[src/rtl/div393_ctrl.sv]
// Sequencer for a dual 4-bit ripple counter used as an 8-bit divide-by-N.
// Optional q_fb cross-check and sticky err output when DIV393_CHECK_EN is defined.
module div393_ctrl #(
  parameter bit ONESHOT_DEF = 1'b0
) (
  input  logic       clk,
  input  logic       clr1,
  input  logic       ce,
  input  logic       start,
  input  logic       stop,
  input  logic       oneshot,
  input  logic [7:0] div_val,
  input  logic [7:0] q_fb,
  output logic       cnt_clk1,
  output logic       cnt_clk2,
  output logic       cnt_clr,
  output logic       ack,
  output logic       busy,
  output logic       tick,
  output logic [7:0] shadow
`ifdef DIV393_CHECK_EN
  ,
  output logic       err
`endif
);

  typedef enum logic [1:0] {S_IDLE, S_CLR, S_HI, S_LO} state_t;

  state_t     state_q, state_d;
  logic [8:0] term_q, term_d;
  logic       mode_q, mode_d;
  logic [7:0] shadow_q, shadow_d;
  logic       stop_pend_q, stop_pend_d;
  logic       ack_q, ack_d;
  logic       tick_q, tick_d;
  logic       cnt_clk1_q, cnt_clk1_d;
  logic       cnt_clr_q, cnt_clr_d;
  logic       busy_q, busy_d;
  logic [7:0] shadow_inc;
  logic       hit;
  logic       accept;

  assign shadow_inc = shadow_q + 8'd1;
  // Terminal count is taken mod 256 so that N=256 fires when the count wraps to 0.
  assign hit        = (shadow_inc == term_q[7:0]);
  assign accept     = (state_q == S_IDLE) && start && !stop;

  always_comb begin
    state_d     = state_q;
    term_d      = term_q;
    mode_d      = mode_q;
    shadow_d    = shadow_q;
    stop_pend_d = stop_pend_q;
    ack_d       = 1'b0;
    tick_d      = 1'b0;
    case (state_q)
      S_IDLE: begin
        stop_pend_d = 1'b0;
        if (accept) begin
          term_d  = (div_val == 8'd0) ? 9'd256 : {1'b0, div_val};
          mode_d  = oneshot;
          ack_d   = 1'b1;
          state_d = S_CLR;
        end
      end
      S_CLR: begin
        shadow_d = 8'd0;
        state_d  = stop ? S_IDLE : S_HI;
      end
      S_HI: begin
        // A stop seen while clk1 is high still lets the falling edge happen.
        stop_pend_d = stop;
        state_d     = S_LO;
      end
      S_LO: begin
        shadow_d    = shadow_inc;
        stop_pend_d = 1'b0;
        tick_d      = hit;
        if (stop || stop_pend_q) state_d = S_IDLE;
        else if (hit)            state_d = mode_q ? S_IDLE : S_CLR;
        else                     state_d = S_HI;
      end
      default: state_d = S_IDLE;
    endcase
    cnt_clk1_d = (state_d == S_HI);
    cnt_clr_d  = (state_d == S_IDLE) || (state_d == S_CLR);
    busy_d     = (state_d != S_IDLE);
  end

  always_ff @(posedge clk or posedge clr1) begin
    if (clr1) begin
      state_q     <= S_IDLE;
      term_q      <= 9'd0;
      mode_q      <= ONESHOT_DEF;
      shadow_q    <= 8'd0;
      stop_pend_q <= 1'b0;
      ack_q       <= 1'b0;
      tick_q      <= 1'b0;
      cnt_clk1_q  <= 1'b0;
      cnt_clr_q   <= 1'b1;
      busy_q      <= 1'b0;
    end else if (ce) begin
      state_q     <= state_d;
      term_q      <= term_d;
      mode_q      <= mode_d;
      shadow_q    <= shadow_d;
      stop_pend_q <= stop_pend_d;
      ack_q       <= ack_d;
      tick_q      <= tick_d;
      cnt_clk1_q  <= cnt_clk1_d;
      cnt_clr_q   <= cnt_clr_d;
      busy_q      <= busy_d;
    end
  end

  assign cnt_clk1 = cnt_clk1_q;
  assign cnt_clk2 = shadow_q[3];
  assign cnt_clr  = cnt_clr_q;
  assign ack      = ack_q;
  assign busy     = busy_q;
  assign tick     = tick_q;
  assign shadow   = shadow_q;

`ifdef DIV393_CHECK_EN
  logic       chk_pend_q, chk_pend_d;
  logic       err_q, err_d;
  logic [7:0] q_exp;
  logic       unused_term;

  assign unused_term = term_q[8];
  // The counter is held clear in CLR/IDLE, so only HI compares against shadow.
  assign q_exp       = (state_q == S_HI) ? shadow_q : 8'd0;

  always_comb begin
    chk_pend_d = (state_q == S_LO);
    err_d      = err_q;
    if (chk_pend_q && (q_fb != q_exp)) err_d = 1'b1;
    if (accept)                        err_d = 1'b0;
  end

  always_ff @(posedge clk or posedge clr1) begin
    if (clr1) begin
      chk_pend_q <= 1'b0;
      err_q      <= 1'b0;
    end else if (ce) begin
      chk_pend_q <= chk_pend_d;
      err_q      <= err_d;
    end
  end

  assign err = err_q;
`else
  logic unused_fb;
  assign unused_fb = ^{q_fb, term_q[8]};
`endif

endmodule

[config.mk]
export PLATFORM = sky130hd
export DESIGN_NAME = div393_ctrl
export DESIGN_NICKNAME = d
export VERILOG_FILES = /design/src/rtl/div393_ctrl.sv
export SDC_FILE = /design/constraint.sdc
export NUM_CORES = 1
export LEC_CHECK = 0
export BUFFER_PORTS_ARGS = -buffer_cell sky130_fd_sc_hd__buf_4
export CAP_MARGIN = 20
export CORE_MARGIN = 4
export CORE_UTILIZATION = 42
export DETAILED_ROUTE_END_ITERATION = 7
export PLACE_DENSITY = 0.78
export SLEW_MARGIN = 20
export SYNTH_ARGS = -nofsm -noshare
export SYNTH_HDL_FRONTEND = slang
export SYNTH_SLANG_ARGS = --single-unit
[constraint.sdc]
create_clock -name clk -period 1.8 [get_ports clk]
set_clock_uncertainty 0.15 [all_clocks]
set_input_delay 0.54 -clock clk [delete_from_list [all_inputs] [get_ports clk]]
set_output_delay 0.54 -clock clk [all_outputs]
set_load 0.05 [all_outputs]
==> reports/results.ini <==
[run_status]
outcome=complete, but fails checks
violations=negative setup slack

[clock_tree]
cts.sinks=25
clockBufferDepth=2
clk_pin_slew_ps=140
cts_tree=built
clock_latency_ps=310
cts_max_level=1
cts_hold_buf=0
numCtsBuffers=3
cts_root_buf=clkbuf_4

[place]
io_buffer_count=27
dp_hpwl_mm=2.64
place_ws_ps=-151
post_dp_cell_area_um2=1890
routabilityCongestion=0.791

[die]
start_util_pct=43.8
io_pins=36
die_x_um=67.0
rows=21
die_area_um2=4490
fp.dieH_um=67.0
floorplan.core_area_um2=3340

[drt]
drt_iter0_markers=30
viasPerCell=5.32
drt_pass1_iterations=4
drc=0
drt_wl_total_mm=3.49
ant_nets=0
detail_route.wl_per_cell_um=14.7
routed-via-count=1261

[power]
power_density_nw_per_um2=1340
pwr-share-clk_pct=9.2
ir_worst_vdd_v=0.000693
internal_power_mw=1.59
p_sw_share_pct=42.2
p_seq_share_pct=33.2
p_comb_share_pct=57.7
switching_power_mw=1.16
leakage_nw=0.914

[logic_synthesis]
synthArstFlopShare_pct=100
ys_seq_area_share_pct=42.9
synth_seq_cells=25
synth_nets=164
synthFlopType=dfrtp_1
postSynthCellCount=137
synth.cell_area_um2=1460
syn_avg_cell_area_um2=10.7
yosys_warnings=0
synth_edf_count=0
synth_cell_types=45

[setup_path]
crit_family=compound AO/OA/AOI/OAI gates
crit_path_end_kind=register
r2r_end=busy$_DFFE_PP0P_
crit_cells=7
cp.arrival_ps=2000
critPathKind=reg -> reg
reg2regPathDepth=7
cpPeakStageDelay_ps=510
critical_path.startpoint_type=register
rrSetupSlack_ps=-140
r2r-start=shadow[0]$_DFFE_PP0P_
slowest_stage=dfrtp_4
crit_buf_inv=0
cp.required_ps=1860
crit_chain=ha_4, nand4bb_1, o211ai_1, mux2i_2, nor3_4, o2bb2ai_2, a211o_1
crit_fanout=5
crit_path_end=busy$_DFFE_PP0P_
cp-startpoint=shadow[0]$_DFFE_PP0P_

[timing]
drv_slew=0
rsz0062_at_grt=yes
tightest_slew_ps=239
maxSlewHeadroom_pct=83.8
setup_ws_ps=-143
setup-violations-final=8
fin_crit_sh_pct=108
hold_violations=0
fin_crit_ps=1940
fmax_mhz=515

[job]
drv_cap=0

[grt]
grt_overflow_total=0
grt_use_total_pct=16.5
grt_pass1_wl_mm=5.75
grt_max_degree=15
grt_pass1_vias=1260
antenna_found_initial=0

[cells_and_area]
fillers=287
drive_gt1_share_pct=49.2
nets=219
finalInstanceArea_um2=2050
area_growth_pct=40.1
antenna_cells=0
layout_commonest_cell=buf_4
final_cell_mix=buf_4, dfrtp_1, buf_6

[hold_path]
hold_class=in -> async

cell usage after synthesis, types with 2 or more instances:
| cell type | instances | share of area (%) |
|---|---|---|
| nand2_1 | 9 | 2.3 |
| a22o_1 | 5 | 3.0 |
| nand4_1 | 5 | 2.1 |
| xor2_1 | 3 | 1.8 |
| a21oi_1 | 2 | 0.68 |
| buf_6 | 3 | 2.3 |
| xnor2_1 | 6 | 3.6 |
| mux2i_1 | 2 | 1.4 |
| o21ai_0 | 12 | 4.1 |
| dfrtp_1 | 24 | 41 |
| mux2_2 | 10 | 7.7 |
| ha_1 | 5 | 4.3 |
| buf_4 | 2 | 1.0 |
| inv_1 | 8 | 2.1 |
| nor2_1 | 7 | 1.8 |
| nand3_1 | 5 | 1.7 |
power by group through the flow:
stage | clock [mW] | combinational [mW] | sequential, mW
floorplan | 0 | 0.799 | 1.13
global placement | 0 | 1.43 | 0.906
detailed placement | 0 | 1.48 | 0.922
CTS | 0.264 | 1.54 | 0.910
global route | 0.288 | 1.71 | 0.941
finish | 0.252 | 1.59 | 0.912
sequential cells by signal, indices dropped and copies added, names as in the netlist:
| register | cells |
|---|---|
| ack | 1 |
| busy | 1 |
| cnt_clk1 | 1 |
| cnt_clr | 1 |
| mode_q | 1 |
| shadow | 8 |
| state_q | 2 |
| stop_pend_q | 1 |
| term_q | 8 |
| tick | 1 |
per-layer routing:
metal	routed length (um)	track usage, %
met1	1470	20.5
met2	1810	28.1
met3	128	2.87
met4	95	6.33
met5	0	0
cell type report:
class | instances | area, um2 | share of cell area (%)
Clock buffer | 4 | 26.3 | 1.28
Inverter | 8 | 30.0 | 1.47
Multi-Input combinational cell | 97 | 805 | 39.3
Sequential cell | 25 | 638 | 31.1
Tap cell | 46 | 57.6 | 2.81
Timing Repair Buffer | 57 | 493 | 24.1
tightest hold or removal path, stage by stage:
cell and delay, ps:
buf_4 110, inv_1 60, buf_4 200
cells by family after synthesis:
logic type / count (synthesis) / share of synthesized area (%)
buf+inv: 15 / 5.99
simple gates: 37 / 15.3
compound gates: 32 / 14.9
fa+ha+maj: 5 / 4.28
mux: 12 / 9.07
flops: 25 / 42.9
xor+xnor: 11 / 7.61
worst min-delay path by stage:
stage,start,endpoint,slack (ps)
6_report,clr1,shadow[7]$_DFFE_PP0P_,70
5_1_grt,clr1,busy$_DFFE_PP0P_,60
4_1_cts,clr1,ack$_DFFE_PP0P_,60
3_5_place_dp,cnt_clr$_DFFE_PP1P_,cnt_clr$_DFFE_PP1P_,340
3_3_place_gp,cnt_clr$_DFFE_PP1P_,cnt_clr$_DFFE_PP1P_,330
2_1_floorplan,mode_q$_DFFE_PP0P_,mode_q$_DFFE_PP0P_,330
through the flow:
step	hold WS (ps)	power (mW)	setup TNS, ps	instances	util [%]
after floorplan	330	1.93	-747	137	-
after global placement	328	2.33	-351	229	56.7
after detailed placement	342	2.40	-567	229	56.7
after CTS	57.3	2.71	-399	233	59.1
after global routing	57.5	2.94	-1080	237	61.4
final	70.1	2.75	-618	237	61.4
timing repair:
action                                  in CTS  in global routing
pin swaps                                    5                  3
hold endpoints to repair                     0                  0
endpoints found under the setup margin      12                 12
setup buffers                                0                  4
gates resized for setup                     13                  9
Power figures use the tool's default switching activity.
